===== src/rtl/shift_seq_pkg.sv =====
// rtl/shift_seq_pkg.sv - shared op/state encodings and constants for shift_sequencer
package shift_seq_pkg;

    typedef enum logic [1:0] {
        OP_SLL = 2'b00,
        OP_SRL = 2'b01,
        OP_SRA = 2'b10,
        OP_ROL = 2'b11
    } op_t;

    typedef enum logic [1:0] {
        S_IDLE  = 2'd0,
        S_SHIFT = 2'd1,
        S_DONE  = 2'd2
    } state_t;

    localparam int ID_W = 1;

endpackage


===== src/rtl/shift_step.sv =====
// rtl/shift_step.sv - combinational single-bit shift/rotate step
// SHIFT_SEQ_ROTATE_EN: when undefined, OP_ROL degrades to SLL and no rotate path exists.
module shift_step
    import shift_seq_pkg::*;
#(
    parameter int WIDTH = 8
) (
    input  op_t              op,
    input  logic [WIDTH-1:0] value,
    output logic [WIDTH-1:0] next
);

    always_comb begin
        next = {value[WIDTH-2:0], 1'b0};
        case (op)
            OP_SRL: next = {1'b0, value[WIDTH-1:1]};
            OP_SRA: next = {value[WIDTH-1], value[WIDTH-1:1]};
`ifdef SHIFT_SEQ_ROTATE_EN
            OP_ROL: next = {value[WIDTH-2:0], value[WIDTH-1]};
`else
            OP_ROL: next = {value[WIDTH-2:0], 1'b0};
`endif
            default: next = {value[WIDTH-2:0], 1'b0};
        endcase
    end

endmodule


===== src/rtl/shift_sequencer.sv =====
// rtl/shift_sequencer.sv - two-requester round-robin serial shift engine
// SHIFT_SEQ_ROTATE_EN enables the ROL op (see shift_step).
module shift_sequencer
    import shift_seq_pkg::*;
#(
    parameter int WIDTH = 8,
    parameter int AMT_W = 3
) (
    input  logic             clk,
    input  logic             rst_n,
    input  logic             req0_valid,
    output logic             req0_ready,
    input  logic [WIDTH-1:0] req0_data,
    input  logic [AMT_W-1:0] req0_amt,
    input  logic [1:0]       req0_op,
    input  logic             req1_valid,
    output logic             req1_ready,
    input  logic [WIDTH-1:0] req1_data,
    input  logic [AMT_W-1:0] req1_amt,
    input  logic [1:0]       req1_op,
    output logic             rsp_valid,
    input  logic             rsp_ready,
    output logic [WIDTH-1:0] rsp_data,
    output logic             rsp_id,
    output logic             busy
);

    state_t            state, state_nx;
    logic [WIDTH-1:0]  work, step_val, sel_data;
    logic [AMT_W-1:0]  cnt, sel_amt;
    logic [1:0]        sel_op;
    op_t               op_q;
    logic [ID_W-1:0]   id_q;
    logic              ptr;
    logic              grant0, grant1, accept;

    // ptr names the requester that wins when both are valid
    assign grant0   = req0_valid && (!req1_valid || !ptr);
    assign grant1   = req1_valid && (!req0_valid ||  ptr);
    assign accept   = (state == S_IDLE) && (grant0 || grant1);
    assign sel_data = grant1 ? req1_data : req0_data;
    assign sel_amt  = grant1 ? req1_amt  : req0_amt;
    assign sel_op   = grant1 ? req1_op   : req0_op;

    assign rsp_data = work;
    assign rsp_id   = id_q;

    shift_step #(.WIDTH(WIDTH)) u_step (
        .op    (op_q),
        .value (work),
        .next  (step_val)
    );

    always_comb begin
        state_nx   = state;
        req0_ready = 1'b0;
        req1_ready = 1'b0;
        rsp_valid  = 1'b0;
        busy       = 1'b1;
        case (state)
            S_IDLE: begin
                busy       = 1'b0;
                req0_ready = grant0;
                req1_ready = grant1;
                if (grant0 || grant1)
                    state_nx = (sel_amt == '0) ? S_DONE : S_SHIFT;
            end
            S_SHIFT: begin
                if (cnt == AMT_W'(1))
                    state_nx = S_DONE;
            end
            S_DONE: begin
                rsp_valid = 1'b1;
                if (rsp_ready)
                    state_nx = S_IDLE;
            end
            default: state_nx = S_IDLE;
        endcase
    end

    always_ff @(posedge clk or negedge rst_n) begin
        if (!rst_n) begin
            state <= S_IDLE;
            work  <= '0;
            cnt   <= '0;
            op_q  <= OP_SLL;
            id_q  <= '0;
            ptr   <= 1'b0;
        end else begin
            state <= state_nx;
            if (accept) begin
                work <= sel_data;
                cnt  <= sel_amt;
                op_q <= op_t'(sel_op);
                id_q <= grant1;
                ptr  <= !grant1;
            end else if (state == S_SHIFT) begin
                work <= step_val;
                cnt  <= cnt - 1'b1;
            end
        end
    end

endmodule

===== config.mk =====
export PLATFORM = sky130hd
export DESIGN_NAME = shift_sequencer
export DESIGN_NICKNAME = d
export VERILOG_FILES = /design/src/rtl/shift_seq_pkg.sv /design/src/rtl/shift_step.sv /design/src/rtl/shift_sequencer.sv
export SDC_FILE = /design/constraint.sdc
export NUM_CORES = 1
export LEC_CHECK = 0
export CAP_MARGIN = 20
export CORE_MARGIN = 2
export CORE_UTILIZATION = 40
export CTS_BUF_LIST = sky130_fd_sc_hd__clkbuf_4
export DETAILED_ROUTE_END_ITERATION = 10
export GPL_ROUTABILITY_DRIVEN = 0
export GPL_TIMING_DRIVEN = 0
export PLACE_DENSITY = 0.78
export SYNTH_ARGS = -nofsm -noshare
export SYNTH_HDL_FRONTEND = slang
export SYNTH_SLANG_ARGS = --single-unit

===== constraint.sdc =====
create_clock -name clk -period 1.4 [get_ports clk]
set_input_delay 0.28 -clock clk [delete_from_list [all_inputs] [get_ports clk]]
set_output_delay 0.28 -clock clk [all_outputs]
set_load 0.01 [all_outputs]

After elaboration in Yosys (flattened, before gate mapping)
Index checks and enable logic that the tools add are counted.
{"block": "word_totals", "rom_bits": 0, "latch_bits": 0, "ramBits": 0, "output_inout_bits": 13, "elab_cells": 49, "input_bits": 31, "mem_count": 0, "regBits": 17}
{"block": "op_classes", "div": 0, "mux": 17, "shifts": 0, "n_addsub": 1, "n_bitwise": 0, "mul": 0, "n_reduce_logical": 15, "magnitude_cmp": 0, "n_eq_ne": 9}
{"operator": "$mux 8", "n": 3}
{"operator": "$pmux 8 s2", "n": 1}
{"operator": "$mux 2", "n": 5}
{"operator": "$mux 3", "n": 3}
{"operator": "$ne 2x2->1 const B", "n": 3}
{"operator": "$pmux 2 s3", "n": 1}
{"operator": "$eq 2x1->1 const B", "n": 2}
{"operator": "$eq 2x2->1 const B", "n": 2}
{"operator": "$logic_not 1->1", "n": 4}
{"operator": "$mux 1", "n": 4}
{"operator": "$eq 3x1->1 const B", "n": 1}
{"operator": "$logic_and 1x1->1", "n": 3}
{"operator": "$logic_not 3->1", "n": 1}
{"operator": "$logic_or 1x1->1", "n": 3}
{"operator": "$reduce_and 3->1", "n": 1}
{"operator": "$sub 3x1->3 const B", "n": 1}
{"operator": "$logic_not 2->1", "n": 1}
{"operator": "$ne 2x1->1 const B", "n": 1}
{"operator": "$reduce_and 2->1", "n": 1}
{"operator": "$reduce_bool 2->1", "n": 1}

Logic depth before layout (Yosys ltp)
Gate-level depths: netlist (run 1).
{"block": "logic_depth", "ltp_word": 8, "ltp_mapped": 7, "ltp_nobuf": 6}

Hierarchy
From an unflattened synthesis (run 1), not the netlist that was laid out.
{"block": "hier_totals", "hier_cells": 122, "area_unflattened_um2": 1053.5}
{"module": "shift_sequencer", "instances": 1, "area_each_um2": 902.1, "seq_area_each_um2": 425.4, "cells_per_inst": 94}
{"module": "shift_step", "instances": 1, "area_each_um2": 151.4, "seq_area_each_um2": 0.0, "cells_per_inst": 28}

Worst setup path after synthesis (run 1)
OpenSTA, ideal clock, no wires.
{"block": "synth_path", "kind": "reg2reg", "from": "register op_q[0]", "to": "register work[0], in the netlist rsp_data[0]", "arrival_ps": 1383, "period_less_slack_ps": 1514, "required_time_ps": 1269, "stages_incl_launch_ff": 8, "path_slack_ps": -114, "path_buffers": 1, "setup_time_ps": 131, "cell_sequence": "dfrtp_1 inv_1 ha_1 buf_2 o21ba_2 and3_1 a211oi_1 a21oi_1"}
{"block": "synth_via", "elab_chain_cells": 4, "elab_cells_between_ends": 5, "cone_classes": "eq/ne: 2; mux: 3"}
{"item": "from (decl)", "line": "shift_sequencer.sv:32", "source": "op_t op_q;"}
{"item": "from (signal assigned)", "line": "shift_sequencer.sv:94", "source": "op_q <= op_t'(sel_op);"}
{"item": "$eq 2x2->1 / $eq 2x1->1 (equally long branches)", "line": "shift_step.sv:15", "source": "case (op)"}
{"item": "$pmux 8 s2 *", "line": "shift_step.sv:15"}
{"item": "$mux 8 *", "line": "shift_sequencer.sv:97", "source": "end else if (state == S_SHIFT) begin"}
{"item": "$mux 8 *", "line": "shift_sequencer.sv:91", "source": "if (accept) begin"}
{"item": "to (signal assigned)", "line": "shift_sequencer.sv:92", "source": "work <= sel_data;"}
{"item": "to (signal assigned)", "line": "shift_sequencer.sv:98", "source": "work <= step_val;"}
{"item": "to (decl)", "line": "shift_sequencer.sv:29", "source": "logic [WIDTH-1:0] work, step_val, sel_data;"}
Every way passes the cells marked *; elsewhere a longest branch is shown, timed or not. The select of a mux whose other input is x is not followed.
A chain may end at the register's enable or synchronous reset.

Worst setup path in the final report (run 1)
{"block": "layout_path", "from": "register state[1]", "to": "output port req1_ready"}
{"block": "layout_via", "elab_chain_cells": 2}
{"item": "from (decl)", "line": "shift_sequencer.sv:28", "source": "state_t state, state_nx;"}
{"item": "from (signal assigned)", "line": "shift_sequencer.sv:90", "source": "state <= state_nx;"}
{"item": "$logic_not 2->1", "line": "shift_sequencer.sv:60", "source": "case (state)"}
{"item": "$mux 1", "line": "shift_sequencer.sv:60"}
{"item": "to (decl)", "line": "shift_sequencer.sv:17", "source": "output logic req1_ready,"}
Every way passes these cells.

==> results.cfg, run 1 <==
[floorplanning]
initial_core_util_pct = 41.3
rows = 19
fp.dieH_um = 56.9
die_area_um2 = 3240
coreArea_um2 = 2710
die_w_um = 56.9
io-pin-count = 44

[grt]
grt_pass1_vias = 1158
track_usage_pct = 20.9
gr-total-overflow = 0
antenna_found_initial = 0
grt_pass1_wl_um = 5290
grt_max_degree = 18

[setup_path]
criticalPathCategory = reg -> out
slowest_stage = dfrtp_1
cp.required_ns = 1.12
slowest_delay_ns = 0.38
rrSetupSlack_ns = -0.16
path_max_fanout = 5
critPathCaptureType = output pin
reg2reg_depth = 7
rr_endpoint = op_q[1]$_DFFE_PN0P_
cp.arrival_ns = 1.30
crit_chain = or2_1 -> buf_6 -> nor3_4 -> buf_2
timing.rr.start = state[1]$_DFFE_PN0P_
cp-start-kind = register

[synth]
synth_top_cell_by_area = dfrtp_1
yosys-top-cells-area = dfrtp_1 38%, mux2i_1 8.9%, ha_1 4.5%
ys.flop_type = dfrtp_1
yosysMostFrequentCell = dfrtp_1
synth-edff-count = 0
synth_top_cell_area_share_pct = 38.0
ys_top_cells_by_count = 17 x dfrtp_1, 10 x mux2i_1, 6 x nand2_1, 6 x o21ai_0, 5 x inv_1
synth.avg_cell_area_um2 = 10.2
ys_seq_area_share_pct = 38.0
syn_area_um2 = 1120
ys_seq_elements = 17
synthArstFlopShare_pct = 100
synth_cell_types = 41
syn_inst = 110
syn_nets = 145
yosys_warnings = 0

[placement]
port_buffers = 43
hpwl_um = 2240

[pwr]
powerDensity_nw_per_um2 = 2440
cellLeakagePower_uw = 0.000861
finalPower_uw = 4690
peakVddDrop_v = 0.00169

[final_layout]
nets = 215
area_growth_syn_to_layout_pct = 71.3
diodes = 0
drive_gt1_share_pct = 38.5

[drt]
vias = 1170
ant_nets = 0
first_pass_iters = 4
wirelength_um = 3540
vias_per_cell = 5.57
drc = 0
wire_per_inst_um = 16.9
drtIter0Drc = 28

[min_path]
holdCritPathClass = in -> async

[sta]
rsz0062_at_grt = true
min_period_ns = 1.58
max_freq_mhz = 633
hold_viol_final = 0
hold_slack_ns = 0.435
skew_ns = 0.00513
drv_slew = 0
period_share_pct = 113
setup_ws_ns = -0.181
worst_slew_margin_rel_pct = 46.6
tightest_slew_ns = 0.798
setup_viol = 18

[outcome]
violations = setup timing
status = finished, violations left

[clock_network]
cts_tree = yes
clock_sinks = 17
cts-root-buf = clkbuf_4
clockBufferDepth = 2
clkLatencyLatePin_ns = 0.29
numCtsBuffers = 3
clk_pin_slew_ns = 0.11
cts_hold_buf = 0
h-tree-depth = 1

[job]
drv_cap = 0
area by class of cell:
class / count / area [um2]
timing repair buffer: 67 / 629
sequential: 17 / 425
clock buffer: 4 / 30.0
buffer: 3 / 33.8
tap: 31 / 38.8
inverter: 6 / 22.5
multi-input combinational: 82 / 738
fill: 213 / 792
worst max-delay path by stage:
stage	cells past startpoint	end	from	slack [ns]
final	4	req1_ready	state[1]$_DFFE_PN0P_	-0.18
after global routing	4	req1_ready	state[1]$_DFFE_PN0P_	-0.27
after CTS	4	req1_ready	state[1]$_DFFE_PN0P_	-0.19
after detailed placement	4	req1_ready	req1_valid	-0.74
after global placement	4	req0_ready	req0_valid	-0.71
after floorplan	6	rsp_data[3]$_DFFE_PN0P_	op_q[0]$_DFFE_PN0P_	-0.05
metal layers:
| layer | global-route usage, % | wire length, um | up-vias |
|---|---|---|---|
| li1 | - | - | 550 |
| met4 | 5.65 | 35 | 0 |
| met5 | 0 | 0 | - |
| met2 | 36.6 | 1830 | 43 |
| met1 | 26.8 | 1490 | 571 |
| met3 | 3.00 | 181 | 6 |
kinds of logic (layout without fill, tap and decap cells):
logic type | count (synthesis) | in the layout | share of synthesized area (%)
muxes | 10 | 10 | 8.94
and+or+nand+nor | 25 | 25 | 12.4
DFF | 17 | 17 | 38.0
AOI/OAI and AO/OA | 42 | 42 | 29.9
adders and majority gates | 4 | 4 | 4.47
buffers and inverters | 11 | 80 | 5.47
xor gates and xnor gates | 1 | 1 | 0.782
repair_timing:
item,4_1_cts,5_1_grt
setup endpoints to repair,26,19
cloned,0,1
pin swaps,13,12
buffers inserted,18,6
gates resized for setup,45,16
state kept, by name, indices dropped and copies added, names as in the netlist:
register / flops
op_q: 2
rsp_id: 1
state: 2
rsp_data: 8
ptr: 1
cnt: 3
where the power goes:
group / switching, uW / internal [uW]
clock: 167 / 130
combinational: 1600 / 1840
sequential: 191 / 761
total: 1960 / 2730
critical path, delay by kind of cell (launching register included):
| kind | cells | cell delay, ns |
|---|---|---|
| flip-flops | 1 | 0.38 |
| buffers and inverters | 2 | 0.29 |
| AND/OR/NAND/NOR | 2 | 0.34 |
stage by stage:
stage	setup slack, ns	instance area, um2	utilization, %	instances	TNS (ns)
after floorplan	-0.0492	1130	-	110	-0.300
final	-0.181	1920	70.8	210	-1.91
after CTS	-0.192	1810	66.8	206	-1.50
after global placement	-0.715	1600	59.1	184	-5.95
after detailed placement	-0.742	1600	59.1	184	-6.37
after global routing	-0.271	1920	70.8	210	-3.25
cell usage in the layout (no fill, tap or decap), types with 3 or more instances in the layout:
cell type,count
nor3_1,3
inv_2,3
dfrtp_1,17
buf_6,9
a21oi_1,3
o21ai_2,7
o21ai_0,4
buf_4,18
dlygate4sd2_1,11
a221oi_2,3
a21oi_2,3
a221o_1,3
nand2_1,4
mux2i_1,10
clkbuf_4,4
o22ai_2,3
nor2_1,4
a22oi_1,3
clkdlybuf4s50_1,28
inv_1,3
(Power assumes the default switching activity.)
==> inputs of run 2 (changes only) <==
==> constraint.sdc (replaced) <==
create_clock -name clk -period 1.4 [get_ports clk]
set_input_delay 0.14 -clock clk [delete_from_list [all_inputs] [get_ports clk]]
set_output_delay 0.14 -clock clk [all_outputs]
set_load 0.01 [all_outputs]
==> run 2 against run 1 <==
  * The flow still finishes with violations (setup timing)
  * Highest routed layer unchanged
  * Power fell by 9.8%
  * Clock-buffer cell count did not move
  * Sequential share of layout area rose by 1.5 points
  * Combinational power fell by 13%
  * Largest cell class unchanged
  * Final area fell by 6.4%
  * Via count fell by 5.0%
  * Critical path depth rose by 2
  * Non-clock buffer count fell by 6
  * Cell count fell by 2.9%
  * First-iteration DRC count rose by 100%
  * Die area did not move
  * Sequential cell count did not move
==> results.cfg, run 2 (same netlist as run 1, synthesis figures left out) <==
[final_layout]
stdcell_count = 204
fin_area_um2 = 1800
drive_gt1_share_pct = 29.5
mostFrequentLayoutCells = 35 x clkdlybuf4s50_1, 17 x buf_4, 17 x dfrtp_1, 10 x mux2i_1, 7 x o21ai_1
nets = 209
largest_register_ffs = 8
layout_commonest_cell = clkdlybuf4s50_1
diodes = 0
area_growth_syn_to_layout_pct = 60.3

[outcome]
status = finished, violations left
violations = setup timing

[floorplanning]
initial_core_util_pct = 41.3
die_w_um = 56.9
fp.dieH_um = 56.9
rows = 19
coreArea_um2 = 2710
io-pin-count = 44
die_area_um2 = 3240

[min_path]
holdCritPathClass = in -> async

[clock_network]
numCtsBuffers = 3
clockBufferDepth = 2
clkLatencyLatePin_ns = 0.29
cts_tree = yes
clk_pin_slew_ns = 0.10
clock_sinks = 17
cts_hold_buf = 0
cts-root-buf = clkbuf_4
h-tree-depth = 1

[grt]
grt_pass1_vias = 1131
grt_pass1_wl_um = 5150
gr-total-overflow = 0
antenna_found_initial = 0
track_usage_pct = 20.2
grt_max_degree = 18

[setup_path]
cp-start-kind = register
cp.arrival_ns = 1.71
critPathCaptureType = register
cp.required_ns = 1.58
criticalPathCategory = reg -> reg
path_max_fanout = 7

[pwr]
powerDensity_nw_per_um2 = 2350
peakVddDrop_v = 0.00172
finalPower_uw = 4230
cellLeakagePower_uw = 0.000811

[sta]
skew_ns = 0.00144
period_share_pct = 110
tightest_slew_ns = 0.813
max_freq_mhz = 652
drv_slew = 0
setup_ws_ns = -0.134
worst_slew_margin_rel_pct = 45.6
hold_slack_ns = 0.309
hold_viol_final = 0
rsz0062_at_grt = true
setup_viol = 10
min_period_ns = 1.53
finalSetupTns_ns = -0.705

[drt]
wirelength_um = 3230
drtIter0Drc = 57
ant_nets = 0
first_pass_iters = 4
vias = 1111
wire_per_inst_um = 15.8
drc = 0
vias_per_cell = 5.45

[placement]
port_buffers = 43
hpwl_um = 2240
place_inst = 184
dpl-instance-area_um2 = 1600

[job]
drv_cap = 0
==> run 2: cell types whose count changed in the layout (fill, tap and decap cells not counted), sizes merged <==
cell and delta:
buf -5, dlymetal6s2s +2, clkbuf -1, dlygate4sd2 -9, clkdlybuf4s50 +7
==> run 2: per-layer routing <==
layer	global-route usage, %	up-vias	wire [um]
li1	-	535	-
met1	25.8	537	1440
met2	35.1	35	1580
met3	2.76	4	170
met4	6.64	0	36
met5	0	-	0
==> run 2: worst paths after layout <==
check,start,endpoint,slack (ns),cells past startpoint
max,op_q[0]$_DFFE_PN0P_,rsp_data[1]$_DFFE_PN0P_,-0.13,6
min,rst_n,rsp_data[6]$_DFFE_PN0P_,0.31,1
max reg2reg,op_q[0]$_DFFE_PN0P_,rsp_data[1]$_DFFE_PN0P_,-0.13,6
min reg2reg,rsp_id$_DFFE_PN0P_,rsp_id$_DFFE_PN0P_,0.53,2
max in group asynchronous,rst_n,state[1]$_DFFE_PN0P_,0.59,1
min in group clk,req1_data[7],rsp_data[7]$_DFFE_PN0P_,0.40,3
==> run 2: through the flow <==
stage,worst slack (ns),util (%)
finish,-0.134,66.3
CTS,-0.107,64.5
detailed placement,-0.462,59.1
global placement,-0.435,59.1
global route,-0.185,66.3
floorplan,-0.0492,-
==> run 2: repair_timing <==
action,4_1_cts,5_1_grt
cloned,1,0
setup endpoints to repair,22,18
pin swaps,4,9
resized for setup,22,13
buffers inserted,13,4
==> run 2: power by group <==
group          internal, uW  total, uW  switching [uW]  leakage, uW
combinational          1590       2980            1390     0.000589
sequential              761        953             193     0.000203
clock                   130        292             162    0.0000184
==> run 2: cell type report <==
type,instances,area [um2]
Clock buffer,4,30.0
Multi-Input combinational cell,82,687
Sequential cell,17,425
Buffer,3,30.0
Timing Repair Buffer,61,562
Tap cell,31,38.8
Fill cell,235,915
Inverter,6,22.5
==> run 2: critical path: stages, from the launching register on <==
cell and delay [ns]:
dfrtp_1 0.41, inv_2 0.06, ha_4 0.29, o21ba_4 0.19, a221o_1 0.34, o21ai_1 0.08
a21oi_1 0.05
